$ cat src/rtl/getir_pkg.sv
// -----------------------------------------------------------------------------
// getir_pkg -- shared constants for the instruction fetch unit.
//   * durum_e                : fetch FSM state encodings (ISTEK/BEKLE/IPTAL)
//   * PS_BIT_VARSAYILAN      : default program counter / address / word width
//   * RESET_PS_VARSAYILAN    : default program counter value after reset
//   * JAL_OPCODE             : RISC-V JAL major opcode (bits [6:0])
//   * j_imm()                : extracts the 21-bit J-type immediate (bit0 = 0)
// -----------------------------------------------------------------------------
package getir_pkg;

    typedef enum logic [1:0] {
        ISTEK = 2'd0,   // request phase: present address to memory
        BEKLE = 2'd1,   // waiting for the response of an accepted request
        IPTAL = 2'd2    // a flushed request is still in flight; drop its data
    } durum_e;

    localparam int          PS_BIT_VARSAYILAN   = 32;
    localparam logic [31:0] RESET_PS_VARSAYILAN = 32'h4000_0000;
    localparam logic [6:0]  JAL_OPCODE          = 7'b1101111;

    // J-type immediate: {inst[31], inst[19:12], inst[20], inst[30:21], 0}
    function automatic logic [20:0] j_imm(input logic [31:0] buyruk);
        j_imm = {buyruk[31], buyruk[19:12], buyruk[20], buyruk[30:21], 1'b0};
    endfunction

endpackage

$ cat src/rtl/getir_tampon.sv
// -----------------------------------------------------------------------------
// getir_tampon -- one-entry hold buffer for a fetched instruction that could
// not enter the decode output register because decode is stalled.
// Ports:
//   clk_i, rst_i         clock, synchronous active-high reset
//   temizle_i            flush: empties the entry (highest priority)
//   yaz_i                load buyruk_i/ps_i/atladi_i into the entry
//   oku_i                the entry was consumed; empty it
//   buyruk_i, ps_i, atladi_i   data to store
//   gecerli_o            entry holds data
//   buyruk_o, ps_o, atladi_o   stored data (registered)
// -----------------------------------------------------------------------------
import getir_pkg::*;

module getir_tampon #(
    parameter int W = PS_BIT_VARSAYILAN
) (
    input  logic         clk_i,
    input  logic         rst_i,
    input  logic         temizle_i,
    input  logic         yaz_i,
    input  logic         oku_i,
    input  logic [W-1:0] buyruk_i,
    input  logic [W-1:0] ps_i,
    input  logic         atladi_i,
    output logic         gecerli_o,
    output logic [W-1:0] buyruk_o,
    output logic [W-1:0] ps_o,
    output logic         atladi_o
);

    logic         r_gecerli;
    logic [W-1:0] r_buyruk;
    logic [W-1:0] r_ps;
    logic         r_atladi;

    // Entry storage: flush beats a write, a write (refill) beats a read.
    always_ff @(posedge clk_i) begin
        if (rst_i) begin
            r_gecerli <= 1'b0;
            r_buyruk  <= '0;
            r_ps      <= '0;
            r_atladi  <= 1'b0;
        end else if (temizle_i) begin
            r_gecerli <= 1'b0;
        end else if (yaz_i) begin
            r_gecerli <= 1'b1;
            r_buyruk  <= buyruk_i;
            r_ps      <= ps_i;
            r_atladi  <= atladi_i;
        end else if (oku_i) begin
            r_gecerli <= 1'b0;
        end else begin
            r_gecerli <= r_gecerli;
        end
    end

    assign gecerli_o = r_gecerli;
    assign buyruk_o  = r_buyruk;
    assign ps_o      = r_ps;
    assign atladi_o  = r_atladi;

endmodule

$ cat src/rtl/getir.sv
// -----------------------------------------------------------------------------
// getir -- instruction fetch unit with at most one outstanding memory request.
// Optional feature: define GETIR_JAL_ONGORU_EN to redirect fetch statically on
// JAL instructions (next pc = pc + J-immediate, getir_atladi_o = 1).
// Ports:
//   clk_i, rst_i                  clock, synchronous active-high reset
//   cek_bosalt_i, cek_ps_i        flush/redirect request and target
//   coz_duraklat_i                decode stall; decode outputs hold
//   bellek_istek_o, bellek_adres_o        memory request valid / address
//   bellek_istek_hazir_i                  memory accepts request this cycle
//   bellek_yanit_gecerli_i, bellek_yanit_veri_i   memory response
//   getir_buyruk_o, getir_ps_o, getir_gecerli_o, getir_atladi_o
//                                 registered outputs to decode
// -----------------------------------------------------------------------------
import getir_pkg::*;

module getir #(
    parameter int                PS_BIT   = PS_BIT_VARSAYILAN,
    parameter logic [PS_BIT-1:0] RESET_PS = PS_BIT'(RESET_PS_VARSAYILAN)
) (
    input  logic              clk_i,
    input  logic              rst_i,
    input  logic              cek_bosalt_i,
    input  logic [PS_BIT-1:0] cek_ps_i,
    input  logic              coz_duraklat_i,
    output logic              bellek_istek_o,
    output logic [PS_BIT-1:0] bellek_adres_o,
    input  logic              bellek_istek_hazir_i,
    input  logic              bellek_yanit_gecerli_i,
    input  logic [PS_BIT-1:0] bellek_yanit_veri_i,
    output logic [PS_BIT-1:0] getir_buyruk_o,
    output logic [PS_BIT-1:0] getir_ps_o,
    output logic              getir_gecerli_o,
    output logic              getir_atladi_o
);

    durum_e            r_durum;
    durum_e            w_durum_sonraki;
    logic [PS_BIT-1:0] r_ps;
    logic [PS_BIT-1:0] w_ps_sonraki;
    logic              w_atladi_yeni;
    logic              w_istek;
    logic              w_kabul;
    logic              w_yakala;

    logic [PS_BIT-1:0] r_buyruk;
    logic [PS_BIT-1:0] r_cikis_ps;
    logic              r_gecerli;
    logic              r_atladi;

    logic              w_tampon_gecerli;
    logic [PS_BIT-1:0] w_tampon_buyruk;
    logic [PS_BIT-1:0] w_tampon_ps;
    logic              w_tampon_atladi;
    logic              w_tampon_yaz;
    logic              w_tampon_oku;

    // Requests stop while the hold buffer is occupied, so a response can
    // never arrive with both the output register and the buffer full.
    assign w_istek  = (r_durum == ISTEK) && !w_tampon_gecerli;
    assign w_kabul  = w_istek && bellek_istek_hazir_i;
    assign w_yakala = (r_durum == BEKLE) && bellek_yanit_gecerli_i && !cek_bosalt_i;

    assign bellek_istek_o = w_istek;
    assign bellek_adres_o = w_istek ? r_ps : '0;

    // Fetch FSM next state; flush handling folded into each state.
    always_comb begin
        w_durum_sonraki = r_durum;
        case (r_durum)
            ISTEK: begin
                if (cek_bosalt_i) begin
                    w_durum_sonraki = w_kabul ? IPTAL : ISTEK;
                end else if (w_kabul) begin
                    w_durum_sonraki = BEKLE;
                end else begin
                    w_durum_sonraki = ISTEK;
                end
            end
            BEKLE: begin
                // A response always closes the request, flushed or not.
                if (bellek_yanit_gecerli_i) begin
                    w_durum_sonraki = ISTEK;
                end else if (cek_bosalt_i) begin
                    w_durum_sonraki = IPTAL;
                end else begin
                    w_durum_sonraki = BEKLE;
                end
            end
            IPTAL: begin
                if (bellek_yanit_gecerli_i) begin
                    w_durum_sonraki = ISTEK;
                end else begin
                    w_durum_sonraki = IPTAL;
                end
            end
            default: w_durum_sonraki = ISTEK;
        endcase
    end

    // Next fetch address after a captured word: sequential or JAL target.
    always_comb begin
        w_ps_sonraki  = r_ps + PS_BIT'(4);
        w_atladi_yeni = 1'b0;
`ifdef GETIR_JAL_ONGORU_EN
        if (bellek_yanit_veri_i[6:0] == JAL_OPCODE) begin
            w_ps_sonraki  = r_ps + {{(PS_BIT-21){j_imm(bellek_yanit_veri_i[31:0])[20]}},
                                    j_imm(bellek_yanit_veri_i[31:0])};
            w_atladi_yeni = 1'b1;
        end else begin
            w_ps_sonraki  = r_ps + PS_BIT'(4);
            w_atladi_yeni = 1'b0;
        end
`endif
    end

    // State and program counter registers.
    always_ff @(posedge clk_i) begin
        if (rst_i) begin
            r_durum <= ISTEK;
            r_ps    <= RESET_PS;
        end else begin
            r_durum <= w_durum_sonraki;
            if (cek_bosalt_i) begin
                r_ps <= cek_ps_i;
            end else if (w_yakala) begin
                r_ps <= w_ps_sonraki;
            end else begin
                r_ps <= r_ps;
            end
        end
    end

    // A captured word goes to the buffer when the output register is busy
    // (stalled with valid data) or is being refilled from the buffer.
    assign w_tampon_oku = !coz_duraklat_i && w_tampon_gecerli;
    assign w_tampon_yaz = w_yakala &&
                          ((coz_duraklat_i && r_gecerli) || w_tampon_oku);

    // Decode output register: buffered word first, then a new response.
    always_ff @(posedge clk_i) begin
        if (rst_i) begin
            r_gecerli  <= 1'b0;
            r_buyruk   <= '0;
            r_cikis_ps <= '0;
            r_atladi   <= 1'b0;
        end else if (cek_bosalt_i) begin
            r_gecerli  <= 1'b0;
        end else if (!coz_duraklat_i) begin
            if (w_tampon_gecerli) begin
                r_gecerli  <= 1'b1;
                r_buyruk   <= w_tampon_buyruk;
                r_cikis_ps <= w_tampon_ps;
                r_atladi   <= w_tampon_atladi;
            end else if (w_yakala) begin
                r_gecerli  <= 1'b1;
                r_buyruk   <= bellek_yanit_veri_i;
                r_cikis_ps <= r_ps;
                r_atladi   <= w_atladi_yeni;
            end else begin
                r_gecerli  <= 1'b0;
            end
        end else if (w_yakala && !r_gecerli) begin
            // Stalled on a bubble: filling it does not disturb decode.
            r_gecerli  <= 1'b1;
            r_buyruk   <= bellek_yanit_veri_i;
            r_cikis_ps <= r_ps;
            r_atladi   <= w_atladi_yeni;
        end else begin
            r_gecerli  <= r_gecerli;
        end
    end

    getir_tampon #(.W(PS_BIT)) u_tampon (
        .clk_i     (clk_i),
        .rst_i     (rst_i),
        .temizle_i (cek_bosalt_i),
        .yaz_i     (w_tampon_yaz),
        .oku_i     (w_tampon_oku),
        .buyruk_i  (bellek_yanit_veri_i),
        .ps_i      (r_ps),
        .atladi_i  (w_atladi_yeni),
        .gecerli_o (w_tampon_gecerli),
        .buyruk_o  (w_tampon_buyruk),
        .ps_o      (w_tampon_ps),
        .atladi_o  (w_tampon_atladi)
    );

    assign getir_buyruk_o  = r_buyruk;
    assign getir_ps_o      = r_cikis_ps;
    assign getir_gecerli_o = r_gecerli;
`ifdef GETIR_JAL_ONGORU_EN
    assign getir_atladi_o  = r_atladi;
`else
    assign getir_atladi_o  = 1'b0;
`endif

endmodule

$ cat config.mk
export PLATFORM = sky130hd
export DESIGN_NAME = getir
export DESIGN_NICKNAME = d
export VERILOG_FILES = /design/src/rtl/getir_pkg.sv /design/src/rtl/getir_tampon.sv /design/src/rtl/getir.sv
export SDC_FILE = /design/constraint.sdc
export NUM_CORES = 1
export LEC_CHECK = 0
export ABC_CLOCK_PERIOD_IN_PS = 2920
export CORE_UTILIZATION = 40
export CTS_CLUSTER_DIAMETER = 50
export DETAILED_ROUTE_END_ITERATION = 10
export DONT_BUFFER_PORTS = 1
export SETUP_SLACK_MARGIN = 0.5
export SLEW_MARGIN = 20
export SYNTH_ARGS = -nofsm -noshare
export SYNTH_HDL_FRONTEND = slang
export SYNTH_HIERARCHICAL = 1
export SYNTH_SLANG_ARGS = --single-unit
$ cat constraint.sdc
create_clock -name clk_i -period 2.92 [get_ports clk_i]
set_input_delay 0 -clock clk_i [delete_from_list [all_inputs] [get_ports clk_i]]
set_output_delay 0 -clock clk_i [all_outputs]
set_load 0.01 [all_outputs]
==> metrics.md <==
| Metric | Value |
|---|---|
| Vias in the first global route | 6,401 |
| Final setup margin | 0.531 ns |
| Routed Antenna Nets | 0 |
| Initial Util | 40.9% |
| Layout cells sized above 1 | 9.06% |
| Number of diodes | 0 |
| Most common cell after layout, fill and taps aside | dfxtp_1 |
| Lkg Pwr | 3.11 nW |
| Met3 WL | 1160 um |
| Post-Place Cell Area | 7970 um2 |
| Slew @ Worst Pin | 0.811 ns |
| Tmin final | 2.39 ns |
| Crit. End Element | flip-flop |
| Design area | 9790 um2 |
| Reg clk slew, reported paths | 0.07 ns |
| Worst setup SP type | flip-flop |
| Crit path max-delay family | simple AND/OR/NAND/NOR gates |
| Core area | 19,500 um2 |
| First-pass GRT wire length | 34,100 um |
| I/O pin count | 169 |
| Max stage delay cell, worst path | dlygate4sd3_1 |
| TritonRoute pass-1 iters | 4 |
| Fill count | 1,870 |
| Critical path type | reg2reg |
| Hold Crit Class | in2reg |
| Die Width | 143 um |
| Run status | completed |
| Mapped Avg Cell Area | 9.36 um2 |
| Buf/Inv on CP | 1 |
| WHS | 0.0530 ns |
| H-tree depth | 4 |
| Final nets | 985 |
| DRC Markers | 0 |
| CP Max Fanout | 7 |
| Setup TNS | 0 ns |
| Per-cell routed wire length | 17.9 um |
| DIE AREA | 20,500 um2 |
| Initial antenna violation count | 0 |
| Root Driver | clkbuf_16 |
| Slew Viols, Final | 0 |
| Via count | 6,412 |
| Input/output buffers | 0 |
| Largest net degree at the start of global routing | 164 |
| Num CTS Buffers | 17 |
| Worst Path Required | 3.30 ns |
| Layout Skew | 0.0125 ns |
| PwrDens | 519 nW/um2 |
| Worst Path Arrival | 2.76 ns |
| # clock sinks | 164 |
| YS warnings | 6 |
| Syn Nets | 923 |
| Gr ovfl total | 0 |
| Post-Syn Instances | 852 |
| Maximum capacitance violations | 0 |
| Met1 wire length | 9790 um |
| RSZ-0062 raised after global routing | yes |
| Top layer in use | met4 |
| Final hold violations | 0 |
| Metal2 WL | 10,100 um |
| Mapped cell area | 7980 um2 |
| Final setup viols | 0 |
| Worst slew margin | 45.9% |
| Die height | 143 um |
| Achievable Freq | 0.419 GHz |
| Gp weighted congestion | 0.767 |
| Final period util | 81.8% |
| DRT iter0 DRCs | 386 |
| Maximum VDD drop | 0.383 mV |
| Skew-Pair Late Insertion Delay | 0.44 ns |
| Leading cell types in the layout, fill and taps excluded | dfxtp_1, dlygate4sd3_1, nor2_1 |
| DP Wirelength | 11,600 um |
| Synth-to-layout area growth | 22.7% |
| Vias per inst | 5.38 |
| Largest stage delay, worst path | 0.57 ns |
| Num rows | 51 |
| Total track usage | 21.3% |
| Routed WL | 21,400 um |
| Clk buf depth | 2 |
| Dpl ws | 0.829 ns |
| TritonCTS clock tree | done |
| CP Cell Sequence | and4b_1 -> nand4_2 -> or3_1 -> a311oi_1 -> dlygate4sd3_1 |
[repair_timing]
item                                   4_1_cts  5_1_grt
hold buffers                               117        0
buffers inserted                             0        0
gates resized for setup                      0        4
endpoints found under the hold margin      164        0
setup endpoints to repair                    0        8
[worst register-to-register path, cell delays in order, from the launching register on]
cell           delay [ns]
dfxtp_1              0.50
and4b_1              0.31
nand4_2              0.30
or3_1                0.41
a311oi_1             0.24
dlygate4sd3_1        0.57
[power breakdown]
group / internal, mW / total [mW] / leakage, nW / switching [mW]
sequential: 2.29 / 2.37 / 1.33 / 0.0800
clock: 1.36 / 2.32 / 0.292 / 0.963
combinational: 0.203 / 0.392 / 1.49 / 0.189
total: 3.85 / 5.08 / 3.11 / 1.23
[per-layer routing]
metal | vias to the layer above | track usage [%]
met5 | - | 0
met4 | 0 | 7.00
met3 | 19 | 5.03
met2 | 150 | 35.0
met1 | 3078 | 27.5
li1 | 3165 | -
[per-stage QoR]
| stage | power, mW | utilization [%] | std cells |
|---|---|---|---|
| 2_1_floorplan | 2.65 | - | 852 |
| 3_3_place_gp | 2.66 | 40.8 | 1043 |
| 3_5_place_dp | 2.66 | 40.8 | 1043 |
| 4_1_cts | 5.12 | 50.1 | 1192 |
| 5_1_grt | 5.25 | 50.1 | 1192 |
| 6_report | 5.08 | 50.1 | 1192 |
[final cells by class]
cell class	instances	area (um2)	area share [%]
Clock inverter	10	124	1.27
Sequential cell	164	3280	33.6
Timing Repair Buffer	125	1270	12.9
Clock buffer	22	484	4.95
Tap cell	265	332	3.39
Inverter	3	11.3	0.115
Multi-Input combinational cell	603	4290	43.8
[sequential cells by signal, summed over array words and instances (netlist names)]
name / count
getir_gecerli_o: 1
getir_buyruk_o: 32
getir_ps_o: 32
r_ps: 32
u_tampon/gecerli_o: 1
u_tampon/buyruk_o: 32
u_tampon/ps_o: 32
r_durum: 2
[path summary, 6_finish.rpt]
| path | to | cells after the start | start | slack [ns] |
|---|---|---|---|---|
| max | r_ps[12] | 5 | r_ps[4] | 0.53 |
| min | u_tampon/buyruk_o[25] | 3 | cek_bosalt_i | 0.05 |
| max reg2reg | r_ps[12] | 5 | r_ps[4] | 0.53 |
| min reg2reg | u_tampon/buyruk_o[2] | 2 | u_tampon/buyruk_o[2] | 0.47 |
Note: power is estimated with default switching activity, not from simulation.
